<file path="src/rtl/instr_register_pkg.sv">
// Shared types for the instruction register and its scheduler.
// Opcode/operand/address types plus scheduler bundles.
package instr_register_pkg;

   typedef enum logic [3:0] {
      ZERO, PASSA, PASSB, ADD, SUB, MULT, DIV, MOD
   } opcode_t;

   typedef logic signed [31:0] operand_t;
   typedef logic [4:0]         address_t;

   localparam int REG_DEPTH = 2 ** $bits(address_t);

   typedef logic [5:0] sched_count_t;

   typedef struct packed {
      opcode_t  opc;
      operand_t op_a;
      operand_t op_b;
   } instr_req_t;

endpackage

</file>
<file path="src/rtl/instr_reg_sched_rr_arbiter.sv">
// Round-robin arbiter with one-hot grant.
// Search starts one past the last granted index.
module rr_arbiter #(
   parameter int N = 2
) (
   input  logic         clk,
   input  logic         reset_n,
   input  logic [N-1:0] req,
   input  logic         advance,
   output logic [N-1:0] gnt
);

   localparam int IW = (N > 1) ? $clog2(N) : 1;

   logic [IW-1:0] last;
   logic [IW-1:0] win;
   logic [IW:0]   cand;
   logic [IW-1:0] idx;
   logic          found;

   // Pick the first requester after the last grant, wrapping at N
   always_comb begin
      gnt   = '0;
      win   = last;
      found = 1'b0;
      cand  = '0;
      idx   = '0;
      for (int i = 1; i <= N; i++) begin
         cand = {1'b0, last} + (IW+1)'(i);
         if (cand >= (IW+1)'(N))
            cand = cand - (IW+1)'(N);
         idx = cand[IW-1:0];
         if (!found && req[idx]) begin
            gnt[idx] = 1'b1;
            win      = idx;
            found    = 1'b1;
         end
      end
   end

   // Remember the winner only when a grant is actually taken
   always_ff @(posedge clk or negedge reset_n) begin
      if (!reset_n)
         last <= IW'(N - 1);
      else if (advance && found)
         last <= win;
   end

endmodule

</file>
<file path="src/rtl/instr_reg_sched.sv">
// Write/read sequencer for the 32-entry instruction register.
// Arbitrates producers onto the load port; reads in order.
module instr_reg_sched
   import instr_register_pkg::*;
#(
   parameter int NUM_REQ = 2,
   parameter int DEPTH   = 32
) (
   input  logic                   clk,
   input  logic                   reset_n,
   input  logic                   flush,
   input  logic [NUM_REQ-1:0]     req_valid,
   output logic [NUM_REQ-1:0]     req_ready,
   input  opcode_t                req_opcode    [NUM_REQ],
   input  operand_t               req_operand_a [NUM_REQ],
   input  operand_t               req_operand_b [NUM_REQ],
   output logic                   load_en,
   output opcode_t                opcode,
   output operand_t               operand_a,
   output operand_t               operand_b,
   output address_t               write_pointer,
   output address_t               read_pointer,
   output logic                   rd_valid,
   input  logic                   rd_ready,
   output logic [$clog2(DEPTH):0] count,
   output logic                   full,
   output logic                   empty
);

   localparam int CW = $clog2(DEPTH) + 1;

   typedef logic [CW-1:0] cnt_t;

   logic [CW:0]          occ;
   logic                 accept;
   logic [NUM_REQ-1:0]   arb_req;
   logic                 grant;
   logic                 pop;
   instr_req_t           win_req;
   address_t             wr_ptr;
   cnt_t                 count_n;

   // Occupancy includes the load in flight; pops are not credited
   assign occ    = {1'b0, count} + {{CW{1'b0}}, load_en};
   assign accept = reset_n && !flush && (occ < (CW+1)'(DEPTH));
   assign arb_req = accept ? req_valid : '0;
   assign grant  = |req_ready;

   assign rd_valid = !empty;
   assign pop      = rd_valid && rd_ready;

   rr_arbiter #(
      .N(NUM_REQ)
   ) u_arb (
      .clk     (clk),
      .reset_n (reset_n),
      .req     (arb_req),
      .advance (grant),
      .gnt     (req_ready)
   );

   // Mux the granted producer's instruction
   always_comb begin
      win_req = '0;
      for (int i = 0; i < NUM_REQ; i++) begin
         if (req_ready[i]) begin
            win_req.opc  = req_opcode[i];
            win_req.op_a = req_operand_a[i];
            win_req.op_b = req_operand_b[i];
         end
      end
   end

   // Load stage: register the winner for a write one cycle later
   always_ff @(posedge clk or negedge reset_n) begin
      if (!reset_n) begin
         load_en       <= 1'b0;
         opcode        <= ZERO;
         operand_a     <= '0;
         operand_b     <= '0;
         write_pointer <= '0;
         wr_ptr        <= '0;
      end else if (flush) begin
         load_en       <= 1'b0;
         write_pointer <= '0;
         wr_ptr        <= '0;
      end else begin
         load_en <= grant;
         if (grant) begin
            opcode        <= win_req.opc;
            operand_a     <= win_req.op_a;
            operand_b     <= win_req.op_b;
            write_pointer <= wr_ptr;
            wr_ptr        <= wr_ptr + 1'b1;
         end
      end
   end

   // Next occupancy from landing loads and pops
   always_comb begin
      count_n = count;
      unique case ({load_en, pop})
         2'b10:   count_n = count + 1'b1;
         2'b01:   count_n = count - 1'b1;
         default: count_n = count;
      endcase
   end

   // Queue state: occupancy, read pointer and registered flags
   always_ff @(posedge clk or negedge reset_n) begin
      if (!reset_n) begin
         count        <= '0;
         read_pointer <= '0;
         empty        <= 1'b1;
         full         <= 1'b0;
      end else if (flush) begin
         count        <= '0;
         read_pointer <= '0;
         empty        <= 1'b1;
         full         <= 1'b0;
      end else begin
         count <= count_n;
         if (pop)
            read_pointer <= read_pointer + 1'b1;
         empty <= (count_n == '0);
         full  <= (count_n == cnt_t'(DEPTH));
      end
   end

   ap_onehot : assert property (
      @(posedge clk) disable iff (!reset_n) $onehot0(req_ready));

   ap_no_grant_full : assert property (
      @(posedge clk) disable iff (!reset_n)
      (occ == (CW+1)'(DEPTH)) |-> !grant);

   ap_count_max : assert property (
      @(posedge clk) disable iff (!reset_n) count <= cnt_t'(DEPTH));

endmodule

</file>
<file path="config.mk">
export PLATFORM = sky130hd
export DESIGN_NAME = instr_reg_sched
export DESIGN_NICKNAME = d
export VERILOG_FILES = /design/src/rtl/instr_register_pkg.sv /design/src/rtl/instr_reg_sched_rr_arbiter.sv /design/src/rtl/instr_reg_sched.sv
export SDC_FILE = /design/constraint.sdc
export NUM_CORES = 1
export LEC_CHECK = 0
export CAP_MARGIN = 25
export CORE_MARGIN = 8
export CORE_UTILIZATION = 65
export DETAILED_ROUTE_END_ITERATION = 6
export DONT_BUFFER_PORTS = 1
export PLACE_DENSITY_LB_ADDON = 0.2
export SETUP_SLACK_MARGIN = 0.5
export SLEW_MARGIN = 20
export SYNTH_ARGS = -nofsm -noshare
export SYNTH_HDL_FRONTEND = slang
export SYNTH_SLANG_ARGS = --single-unit
</file>
<file path="constraint.sdc">
create_clock -name clk -period 7.29 [get_ports clk]
set_input_delay 2.187 -clock clk [delete_from_list [all_inputs] [get_ports clk]]
set_output_delay 2.187 -clock clk [all_outputs]
set_load 0.01 [all_outputs]
</file>
==> impl_results.md <==
* Wl on met1 at about 3.9 mm
* Pwr dens at 314 mW/mm²
* Die Height at between 90 and 100 µm
* Clk Latency, worst-skew pair at between 300 and 400 ps
* Req. time, crit path at 5100 ps
* Global placer's final weighted congestion at roughly 0.9
* Chip width at a little under 100 µm
* Worst-margin pin slew at about 680 ps
* Initial DRC Count at approximately 420
* Initial Util at between 60% and 70%
* Post-route ant nets at 0
* Register Area at around 0.0023 mm²
* Hold crit path type: reg -> reg
* RSZ-0062 raised after global routing: false
* Kind of critical path: in -> out
* Row count at 29
* First-pass GRT wire length at ~16 mm
* Worst hold stages at 2
* Placed cell area at ~0.0042 mm²
* Final hold vios at 0
* CP max FO at 94
* Total GRT Usage at between 20% and 30%
* Root Driver: clkbuf_8
* WP buf/inv at 0
* Peak supply drop at around 0.23 mV
* Post-CTS setup buffer count at 0
* Seq/Total Area, Yosys at 55.8%
* CP top delay family: simple AND/OR/NAND/NOR gates
* Most common cell after layout, fill and taps aside: dfrtp_1
* Final Cycle Share at between 70% and 80%
* Buffers on Ports at 0
* DRC viols at 32
* Post-synthesis cell area at around 0.0042 mm²
* Cts hold-fix bufs at 0
* CTS H-tree lvls at 3
* Initial antenna violation count at 0
* Commonest non-fill, non-tap cells in the layout: dfrtp_1, inv_1, a222oi_1, nand2_1, nor2_1
* Critical-path top delay cell: or3b_1
* Top layer in use: met4
* Worst slew margin at between 50 and 60%
* Overflow left after global routing at 0
* Crit path launch type: primary input
* CTS tree: done
* Layout net count at a little over 500
* WL met3 at between 1 and 1.5 mm
* Ratio of cells with drive above 1 in the final layout at 8.49%
* Vias in the first global route at 2976
* Max_cap viols at 0
* TritonCTS buffer count at 9
* Post-DP HPWL at just under 9 mm
* Fmax at 186 MHz
* Failing checks: DRC
* Cells on worst reg2reg path at 10
* Worst path cell trace: or3b_1 > a31oi_4 > nand2_1 > a21oi_4
* Setup crit end kind: output port
* Drt wl/cell at roughly 26 µm
* Pin count of the biggest net entering global routing at 95
* Post_cts resized at 0
* Sink Count at 93
* Area of the multi-input gates at ~0.0014 mm²
* Number of max-slew violations in the final report at 0
* Mapped Avg Cell Area at roughly 11 µm²
* Final WL at about 12 mm
* Initial DRT Pass Iterations at 7
* Number of diodes at 0
* Synthesis-stage register bit count at slightly above 90
* Final setup fails at 0
* Lkg Pwr at roughly 2.3 nW
* Ports at 232
* Cell variety after synth at between 40 and 50
* Reg clk slew, reported paths at about 80 ps
* Crit path DAT at 3190 ps
* Worst Skew at 9.22 ps
* Overall Power at around 1.4 mW
* Met2 routed WL at ~6.2 mm
* Status: finished with violations
* Fill count at around 480
* Die Footprint at 0.00924 mm²
* Ys Warns at 0
* Post-synthesis instance total at between 300 and 400
* Setup TNS at 0 ps
* Via count at approximately 3200
* Layout area overhead at 4.89%
* CTS Buffer Depth at 2
* WP depth at 4
* Core area at ~0.0063 mm²
* Mapped Nets at about 520
* Post-layout min period at 5380 ps
* Slowest stage delay, CP at 380 ps
* Vias/cell at just over 7
* Fin area at between 0.004 and 0.005 mm²
## synth_stat cells
library cell | instances | area, µm²
nor4b_1 | 2 | 17.5
o21ai_0 | 7 | 35.0
buf_1 | 1 | 3.75
inv_1 | 73 | 274
a2111oi_2 | 2 | 30.0
nor4_2 | 1 | 12.5
nor2_2 | 1 | 6.26
buf_4 | 4 | 30.0
buf_2 | 17 | 85.1
o21bai_1 | 1 | 7.51
nor2_1 | 16 | 60.1
a21oi_1 | 5 | 25.0
a41oi_1 | 1 | 8.76
inv_2 | 1 | 3.75
clkbuf_1 | 6 | 22.5
buf_6 | 1 | 11.3
a31oi_4 | 1 | 21.3
a211oi_1 | 1 | 7.51
dfstp_2 | 2 | 52.6
a211o_1 | 1 | 8.76
nand4_1 | 4 | 25.0
nand2b_1 | 1 | 6.26
a31oi_1 | 1 | 6.26
nor2b_1 | 3 | 18.8
and4_1 | 1 | 8.76
nand3b_1 | 9 | 67.6
a21o_1 | 1 | 7.51
a21oi_2 | 2 | 17.5
nand3_1 | 3 | 15.0
mux2i_1 | 2 | 20.0
o21ai_2 | 1 | 8.76
xnor2_1 | 4 | 35.0
or3_1 | 3 | 18.8
nand2_1 | 20 | 75.1
xor2_1 | 7 | 61.3
a222oi_1 | 68 | 681
dfrtp_1 | 91 | 2280
or3b_1 | 1 | 8.76
a211oi_2 | 1 | 12.5
nor3b_1 | 1 | 7.51
ha_1 | 5 | 62.6
a221oi_1 | 1 | 8.76
## report_power, final
group	internal [mW]	switching (mW)	leakage [nW]	total, mW
Clock	0.144	0.176	0.0888	0.320
Sequential	0.633	0.172	1.18	0.805
Combinational	0.112	0.136	0.994	0.248
## metrics by stage
step	utilization, %	std cells	hold slack (ps)	setup WS (ps)
after floorplan	-	374	459	1860
after global placement	66.3	425	495	1980
after detailed placement	66.3	425	487	1950
after CTS	69.3	441	538	1940
after global routing	69.7	442	580	1880
final	69.7	442	536	1910
## final cells by class
cell class / count / area share [%]
tap: 77 / 2.20
clock buffer: 12 / 3.54
multi-input combinational: 178 / 32.8
sequential: 93 / 53.2
inverter: 74 / 6.35
timing repair buffer: 4 / 1.14
clock inverter: 4 / 0.743
## per-layer routing
layer | track usage, % | up-vias
met1 | 26.4 | 1575
met5 | 0 | -
met4 | 9.22 | 0
met3 | 9.05 | 14
li1 | - | 1354
met2 | 38.0 | 218
## state kept, by name (all words and copies together), names as in the netlist
name,flops
read_pointer,5
empty,1
count,6
full,1
u_arb.last,1
opcode,4
load_en,1
operand_a,32
write_pointer,5
operand_b,32
wr_ptr,5
## path summary, 6_finish.rpt
check / slack, ps / endpoint / startpoint
hold / removal: 540 / write_pointer[4]$_DFFE_PN0P_ / wr_ptr[4]$_DFFE_PN0P_
hold reg to reg: 540 / write_pointer[4]$_DFFE_PN0P_ / wr_ptr[4]$_DFFE_PN0P_
max in group asynchronous: 5550 / empty$_DFF_PN1_ / reset_n
setup reg to reg: 4190 / full$_DFF_PN0_ / empty$_DFF_PN1_
min in group asynchronous: 1520 / read_pointer[0]$_DFFE_PN0P_ / reset_n
setup / recovery: 1910 / req_ready[0] / reset_n
## logic make-up after synthesis
family	share of synthesized area, %
buffers and inverters	10.3
AOI/OAI and AO/OA	21.2
and+or+nand+nor	8.34
muxes	0.480
xor gates and xnor gates	2.31
DFF	55.8
adders and majority gates	1.50
## worst reg2reg max path, stage by stage, from the launching register on
cell,delay (ps)
dfstp_2,410
nor2b_1,430
ha_1,440
xor2_1,180
ha_1,230
nor3b_1,270
a2111oi_2,100
or3_1,340
a2111oi_2,360
a211oi_1,110
nor4_2,140
Note: power is estimated with default switching activity, not from simulation.
